## src/rtl/digit_scan_ctrl_pkg.sv

```systemverilog
// Shared types and constants for the seven-segment digit scan controller.
package digit_scan_ctrl_pkg;

   typedef enum logic [1:0] {
      ST_IDLE  = 2'd0,
      ST_BLANK = 2'd1,
      ST_ON    = 2'd2
   } scan_state_t;

   localparam int NUM_DIGITS = 4;
   localparam int PWM_LEVELS = 8;

   localparam logic [7:0] SEG_OFF   = 8'h00;
   localparam logic [3:0] SEGCS_OFF = 4'hF;

   // Active-low one-hot select for the given digit.
   function automatic logic [3:0] digit_sel(input logic [1:0] idx);
      return ~(4'b0001 << idx);
   endfunction

endpackage

```

## src/rtl/digit_scan_ctrl_if.sv

```systemverilog
// Pattern-update handshake between the bus register block and the scan controller.
interface digit_scan_ctrl_if;
   import digit_scan_ctrl_pkg::*;

   logic [NUM_DIGITS*8-1:0] segIn;
   logic [NUM_DIGITS-1:0]   digitEn;
   logic                    updReq;
   logic                    updAck;

   modport master (output segIn, output digitEn, output updReq, input updAck);
   modport slave  (input segIn, input digitEn, input updReq, output updAck);

endinterface

```

## src/rtl/digit_scan_ctrl_pwm_gate.sv

```systemverilog
// Brightness gate: a digit is lit for the first (bright+1) chunks of its on-window.
module digit_scan_ctrl_pwm_gate #(
   parameter int CNT_W = 16,
   parameter int CHUNK = 6000
) (
   input  logic [CNT_W-1:0] i_onIdx,
   input  logic [2:0]       i_bright,
   output logic             o_lit
);

   localparam int LIM_W = CNT_W + 4;

   logic [LIM_W-1:0] w_limit;

   assign w_limit = LIM_W'(CHUNK) * LIM_W'({1'b0, i_bright} + 4'd1);
   assign o_lit   = LIM_W'(i_onIdx) < w_limit;

endmodule

```

## src/rtl/digit_scan_ctrl.sv

```systemverilog
// Digit scan scheduler: slot/blank sequencing, PWM brightness and frame-synchronous
// shadow-register loading for a 4-digit multiplexed seven-segment display.
module digit_scan_ctrl
   import digit_scan_ctrl_pkg::*;
#(
   parameter int SLOT_CYCLES  = 50000,
   parameter int BLANK_CYCLES = 2000,
   parameter int CNT_W        = 16
) (
   input  logic                    clk,
   input  logic                    rst,
   input  logic                    enable,
   input  logic [2:0]              bright,
   digit_scan_ctrl_if.slave        upd,
   output logic                    frameTick,
   output logic [7:0]              SEG,
   output logic [3:0]              SEGCS
);

   localparam int                CHUNK     = (SLOT_CYCLES - BLANK_CYCLES) / PWM_LEVELS;
   localparam logic [CNT_W-1:0]  LAST_CNT  = CNT_W'(SLOT_CYCLES - 1);
   localparam logic [CNT_W-1:0]  BLANK_END = CNT_W'((BLANK_CYCLES > 0) ? BLANK_CYCLES - 1 : 0);
   localparam scan_state_t       SLOT_ST   = (BLANK_CYCLES == 0) ? ST_ON : ST_BLANK;

   scan_state_t                   r_state;
   logic [CNT_W-1:0]              r_slotCnt;
   logic [1:0]                    r_digitIdx;
   logic [NUM_DIGITS-1:0][7:0]    r_shadowSeg;
   logic [NUM_DIGITS-1:0]         r_shadowEn;
   logic                          r_armed;
   logic                          r_updAck;
   logic                          r_frameTick;
   logic [7:0]                    r_seg;
   logic [3:0]                    r_segcs;

   logic                          w_frameEnd;
   logic                          w_load;
   logic [CNT_W-1:0]              w_onIdx;
   logic                          w_pwmLit;
   logic                          w_lit;

   assign w_frameEnd = (r_state != ST_IDLE) && (r_digitIdx == 2'd3) && (r_slotCnt == LAST_CNT);
   assign w_load     = upd.updReq && r_armed && (w_frameEnd || (r_state == ST_IDLE));
   assign w_onIdx    = r_slotCnt - CNT_W'(BLANK_CYCLES);

   digit_scan_ctrl_pwm_gate #(
      .CNT_W (CNT_W),
      .CHUNK (CHUNK)
   ) u_pwm_gate (
      .i_onIdx  (w_onIdx),
      .i_bright (bright),
      .o_lit    (w_pwmLit)
   );

   // Gating with enable makes the display go dark on the cycle right after enable drops.
   assign w_lit = enable && (r_state == ST_ON) && w_pwmLit && r_shadowEn[r_digitIdx];

   always_ff @(posedge clk) begin
      if (rst) begin
         r_state     <= ST_IDLE;
         r_slotCnt   <= '0;
         r_digitIdx  <= '0;
         r_shadowSeg <= '0;
         r_shadowEn  <= '0;
         r_armed     <= 1'b1;
         r_updAck    <= 1'b0;
         r_frameTick <= 1'b0;
         r_seg       <= SEG_OFF;
         r_segcs     <= SEGCS_OFF;
      end else begin
         r_seg       <= w_lit ? r_shadowSeg[r_digitIdx] : SEG_OFF;
         r_segcs     <= w_lit ? digit_sel(r_digitIdx) : SEGCS_OFF;
         r_frameTick <= w_frameEnd;
         r_updAck    <= w_load;

         if (w_load) begin
            r_shadowSeg <= upd.segIn;
            r_shadowEn  <= upd.digitEn;
         end
         // One ack per request: re-arm only once the requester drops updReq.
         if (!upd.updReq) begin
            r_armed <= 1'b1;
         end else if (w_load) begin
            r_armed <= 1'b0;
         end

         if (!enable) begin
            r_state    <= ST_IDLE;
            r_slotCnt  <= '0;
            r_digitIdx <= '0;
         end else begin
            case (r_state)
               ST_IDLE: begin
                  r_state    <= SLOT_ST;
                  r_slotCnt  <= '0;
                  r_digitIdx <= '0;
               end
               ST_BLANK, ST_ON: begin
                  if (r_slotCnt == LAST_CNT) begin
                     r_state    <= SLOT_ST;
                     r_slotCnt  <= '0;
                     r_digitIdx <= r_digitIdx + 2'd1;
                  end else begin
                     r_slotCnt <= r_slotCnt + 1'b1;
                     if ((r_state == ST_BLANK) && (r_slotCnt == BLANK_END)) begin
                        r_state <= ST_ON;
                     end
                  end
               end
               default: begin
                  r_state <= ST_IDLE;
               end
            endcase
         end
      end
   end

   assign upd.updAck = r_updAck;
   assign frameTick  = r_frameTick;
   assign SEG        = r_seg;
   assign SEGCS      = r_segcs;

endmodule

```

## src/flat_wrapper.sv

```systemverilog
// flat-port wrapper written by rule: the top's interface ports become plain ports
module digit_scan_ctrl_flat import digit_scan_ctrl_pkg::*;
#(
   parameter int SLOT_CYCLES  = 50000,
   parameter int BLANK_CYCLES = 2000,
   parameter int CNT_W        = 16
)
  (clk, rst, enable, bright, frameTick, SEG, SEGCS, upd_segIn, upd_digitEn, upd_updReq, upd_updAck);
  digit_scan_ctrl_if upd_i ();
  input  logic clk;
  input  logic rst;
  input  logic enable;
  input  logic [2:0] bright;
  output logic frameTick;
  output logic [7:0] SEG;
  output logic [3:0] SEGCS;
  input wire logic [$bits(upd_i.segIn)-1:0] upd_segIn;
  input wire logic [$bits(upd_i.digitEn)-1:0] upd_digitEn;
  input wire logic [$bits(upd_i.updReq)-1:0] upd_updReq;
  output wire logic [$bits(upd_i.updAck)-1:0] upd_updAck;
  assign upd_i.segIn = upd_segIn;
  assign upd_i.digitEn = upd_digitEn;
  assign upd_i.updReq = upd_updReq;
  assign upd_updAck = upd_i.updAck;
  digit_scan_ctrl #(.SLOT_CYCLES(SLOT_CYCLES), .BLANK_CYCLES(BLANK_CYCLES), .CNT_W(CNT_W)) u_core (.clk(clk), .rst(rst), .enable(enable), .bright(bright), .upd(upd_i), .frameTick(frameTick), .SEG(SEG), .SEGCS(SEGCS));
endmodule
```

## config.mk

```make
export PLATFORM = sky130hd
export DESIGN_NAME = digit_scan_ctrl_flat
export DESIGN_NICKNAME = d
export VERILOG_FILES = /design/src/rtl/digit_scan_ctrl_pkg.sv /design/src/rtl/digit_scan_ctrl_if.sv /design/src/rtl/digit_scan_ctrl_pwm_gate.sv /design/src/rtl/digit_scan_ctrl.sv /design/src/flat_wrapper.sv
export SDC_FILE = /design/constraint.sdc
export NUM_CORES = 1
export LEC_CHECK = 0
export BUFFER_PORTS_ARGS = -buffer_cell sky130_fd_sc_hd__buf_2
export CAP_MARGIN = 25
export CORE_ASPECT_RATIO = 1.2
export CORE_UTILIZATION = 50
export CTS_BUF_LIST = sky130_fd_sc_hd__clkbuf_8
export DETAILED_ROUTE_END_ITERATION = 10
export GPL_TIMING_DRIVEN = 0
export PLACE_DENSITY = 0.71
export SETUP_SLACK_MARGIN = 0.15
export SLEW_MARGIN = 10
export SYNTH_ARGS = -nofsm -noshare
export SYNTH_HDL_FRONTEND = slang
export SYNTH_SLANG_ARGS = --single-unit
```

## constraint.sdc

```tcl
create_clock -name clk -period 13.75 [get_ports clk]
set_input_delay 3.4375 -clock clk [delete_from_list [all_inputs] [get_ports clk]]
set_output_delay 3.4375 -clock clk [all_outputs]
set_load 0.05 [all_outputs]
```

==> key figures <==
Pwr
  – Cell Int Power: about 0.37 mW
  – Clk network pwr share: between 30% and 40%
  – Leak pwr: slightly below 2 nW
  – Comb pwr share: 29.7%
  – P_sw: 0.180 mW
  – Net Sw Frac: 32.8%
  – Sequential group share of total power: around 40%
  – Final Total Pwr: ~0.55 mW
  – VDD IR-drop max: roughly 0.06 mV
  – Pwr dens: 109 nW/µm²

Status
  – Status: finished, final reports clean

Synth
  – Post-synth EDFFs: 0
  – Yosys reg bits: 71
  – Avg Inst Size Synth: 8.99 µm²
  – Synth cell types: between 50 and 60
  – Gate Count Post-Synth: around 490
  – Synth Area in XOR/XNOR: under 10%
  – Sequential element share of the synthesized area: between 30 and 40%
  – Adder-Cell Fraction of Synth Area: between 10% and 20%
  – Synth Area in Compound Gates: 15.3%
  – Synth Area in Simple Gates: 21.9%
  – Mapped Nets: 580
  – Fraction of registers with async set/reset: 0%
  – Synth warn: 0
  – Cell area after synthesis: 4430 µm²
  – Mux cell area share after synthesis: 5.03%
  – Main combinational cell family by area after synthesis: simple AND/OR/NAND/NOR gates
  – Top FF cell, synth: dfxtp_1

Die
  – Die Footprint: between 9000 and 10000 µm²
  – Total core area: 8560 µm²
  – Die height: between 100 and 150 µm
  – Num rows: 37
  – Io pins: 57
  – Initial core utilization: between 50% and 60%
  – Die width: 87.9 µm

Hold path
  – WHS Path Cells: 2
  – Hold Path Origin: u_core.r_shadowSeg[16]
  – HP Class: flop to flop

Setup path
  – Crit-path slowest cell: fa_1
  – Worst R2R Setup Slack: 10.51 ns
  – Critical Path End: u_core.SEGCS[0]
  – WP buf/inv: 6
  – CP Launch Type: primary input
  – Cell family with most CP delay: compound AO/OA/AOI/OAI gates
  – List of cells traversed by the critical path: buf_2, inv_1, ha_1, inv_1, ha_1, or2_2, inv_1, fa_1, inv_1, ha_1, clkbuf_1, a21o_1, a31o_2, a31o_2, and4b_1, nor3_1, ha_1, a21o_1, a21o_1, a21oi_1, o21a_1, o2111ai_1
  – Worst Path Required: between 10 and 15 ns
  – Worst reg2reg endpoint: u_core.SEGCS[0]
  – Worst R2R Start: u_core.r_slotCnt[6]
  – Crit path kind: primary input to flop
  – Critical path depth: 22
  – Critical-path maximum fanout: 9
  – Worst Setup SP: bright[0]
  – Worst r2r path cells: 12
  – CP arrival: ~8 ns
  – Largest stage delay, worst path: roughly 0.40 ns
  – CP endpoint kind: flop

Finish
  – Area of the multi-input gates: around 2800 µm²
  – Final core occ: a little under 60%
  – Seq. cell area: around 1400 µm²
  – Fin area: about 5000 µm²
  – Commonest non-fill, non-tap cell in the layout: dfxtp_1
  – Nets: approximately 650
  – Non-Filler Instances: just under 700
  – Commonest non-fill, non-tap cells in the layout: 71 x dfxtp_1, 61 x nand2_1, 57 x buf_2, 40 x ha_1, 31 x a21oi_2
  – Area grow syn2layout: 14.1%
  – # fillers: approximately 780
  – Ratio of cells with drive above 1 in the final layout: 28.0%
  – Ant diodes: 0

STA
  – Final Hold Viols: 0
  – Setup TNS: 0 ns
  – Slack of the critical path: ~5.8 ns
  – RSZ-0062 raised after global routing: false
  – # setup viols final: 0
  – Clk_skew: about 0.015 ns
  – Rel. slew slack: around half
  – Fin crit share: 57.7%
  – Minimum clock period: about 7.9 ns
  – Hold slack: 0.455 ns
  – Peak Freq: between 100 and 150 MHz
  – Actual transition at the worst max-transition pin: roughly 0.75 ns
  – Max Slew Vio Count: 0

Placement
  – I/O Buffers: 56
  – DP Worst Slack: ~5.4 ns
  – Placed cell count: about 670
  – Dpl hpwl: around 7.3 mm
  – Placed cell areas: 4850 µm²
  – GPL Wtd Cong: between 0.8 and 0.9

GRT
  – Gr usage total: 21.7%
  – Largest net degree at the start of global routing: 14
  – Gr ovfl total: 0
  – Vias in the first global route: between 3000 and 4000
  – Initial antenna violation count: 0
  – First-pass GRT wire length: between 15 and 20 mm

Detailed routing
  – Drt via density: around 5.3
  – Drt first pass iters: 4
  – Initial DRC count: roughly 110
  – # DRC: 0
  – Final WL: about 9 mm
  – DR vias: ~3600
  – Met1 wire length: around 4.1 mm
  – Met3 wire length: approximately 310 µm
  – Top layer reached by signal wires: met4
  – Final ANT Viol Nets: 0
  – Routed length per placed instance: roughly 14 µm
  – Met2 wire length: roughly 4.7 mm

Clocking
  – Worst-Skew Late Latency: roughly 0.36 ns
  – Post-CTS Hold Buffers: 0
  – Clock sink count: a little over 70
  – Max Buffers Root-to-Sink: 2
  – Clock buffer count from CTS: 9
  – Clock tree from TritonCTS: built
  – Clock transition at path regs: about 0.080 ns
  – Clock Root Buffer: clkbuf_8
  – Setup bufs post-CTS: 0
  – H-tree depth: 3
  – Resized Gates After CTS: 0

Run
  – Max-capacitance violation count: 0
[cell families after synthesis]
| kind of cell | after synthesis |
|---|---|
| muxes | 11 |
| buffers and inverters | 48 |
| DFF | 71 |
| AOI/OAI and AO/OA | 95 |
| adders and majority gates | 45 |
| xor gates and xnor gates | 34 |
| and+or+nand+nor | 188 |
[per-layer routing]
layer	global-route usage, %	vias up
li1	-	1839
met4	8.78	0
met3	3.95	11
met1	25.7	1648
met2	37.9	80
met5	0	-
[power by group through the flow]
| stage | clock network [mW] | registers [mW] | logic, mW |
|---|---|---|---|
| 6_report | 0.167 | 0.219 | 0.163 |
| 5_1_grt | 0.177 | 0.220 | 0.186 |
| 4_1_cts | 0.170 | 0.219 | 0.164 |
| 3_5_place_dp | 0 | 0.224 | 0.163 |
| 3_3_place_gp | 0 | 0.223 | 0.156 |
| 2_1_floorplan | 0 | 0.223 | 0.126 |
[worst min path at each step]
stage	endpoint
after floorplan	u_core.r_shadowSeg[16]
after global routing	u_core.r_shadowSeg[21]
final	u_core.r_shadowSeg[16]
after detailed placement	u_core.r_shadowSeg[16]
after CTS	u_core.r_shadowSeg[16]
after global placement	u_core.r_shadowSeg[18]
[worst register-to-register path, stage by stage, from the launching register on]
cell and delay [ns]:
dfxtp_1 0.32, clkbuf_1 0.31, nand2_1 0.21, or3_1 0.42, a21oi_1 0.30, nor3_1 0.10, xor2_1 0.16, ha_1 0.33
a21o_1 0.18, a21o_1 0.17, a21oi_1 0.17, o21a_1 0.21, o2111ai_1 0.20
[final cells by class]
class                   instances  share of cell area, %
multi-input cells             373                   54.9
flip-flops and latches         71                   28.2
repair buffers                 56                   5.55
plain buffers                  25                   2.92
well taps                     117                   2.90
clock buffers                   9                   2.45
inverters                      23                   1.71
clock inverters                 7                   1.44
[synth_stat cells, types with 2 or more instances]
master | instances | area, µm²
and3_1 | 4 | 25.0
xnor2_1 | 18 | 158
buf_6 | 2 | 22.5
o2111ai_1 | 4 | 35.0
xor2_1 | 16 | 140
mux2i_1 | 2 | 20.0
nand3_1 | 25 | 125
clkbuf_1 | 17 | 63.8
nand4_1 | 5 | 31.3
nor2b_1 | 6 | 37.5
nand2b_1 | 2 | 12.5
a31oi_1 | 3 | 18.8
a21oi_1 | 29 | 145
nand3b_1 | 2 | 15.0
buf_8 | 3 | 45.0
mux4_2 | 9 | 203
nor4_1 | 4 | 25.0
dfxtp_1 | 71 | 1420
nand2_2 | 30 | 188
or3_1 | 4 | 25.0
or4_1 | 2 | 15.0
a21o_1 | 8 | 60.1
fa_1 | 5 | 100
ha_1 | 40 | 500
a31o_2 | 3 | 26.3
nor2_1 | 24 | 90.1
nor3_1 | 7 | 35.0
o21ai_0 | 7 | 35.0
inv_1 | 23 | 86.3
nand2_1 | 61 | 229
o21ai_1 | 2 | 10.0
a21oi_2 | 31 | 272
[registers in the layout, summed over array words and instances (netlist names)]
name,flops
u_core.SEGCS,4
u_core.r_slotCnt,16
u_core.r_shadowSeg,32
u_core.SEG,8
u_core.r_armed,1
u_core.r_state,2
u_core.r_shadowEn,4
u_core.upd.updAck,1
u_core.r_digitIdx,2
u_core.frameTick,1
(Power assumes the default switching activity.)
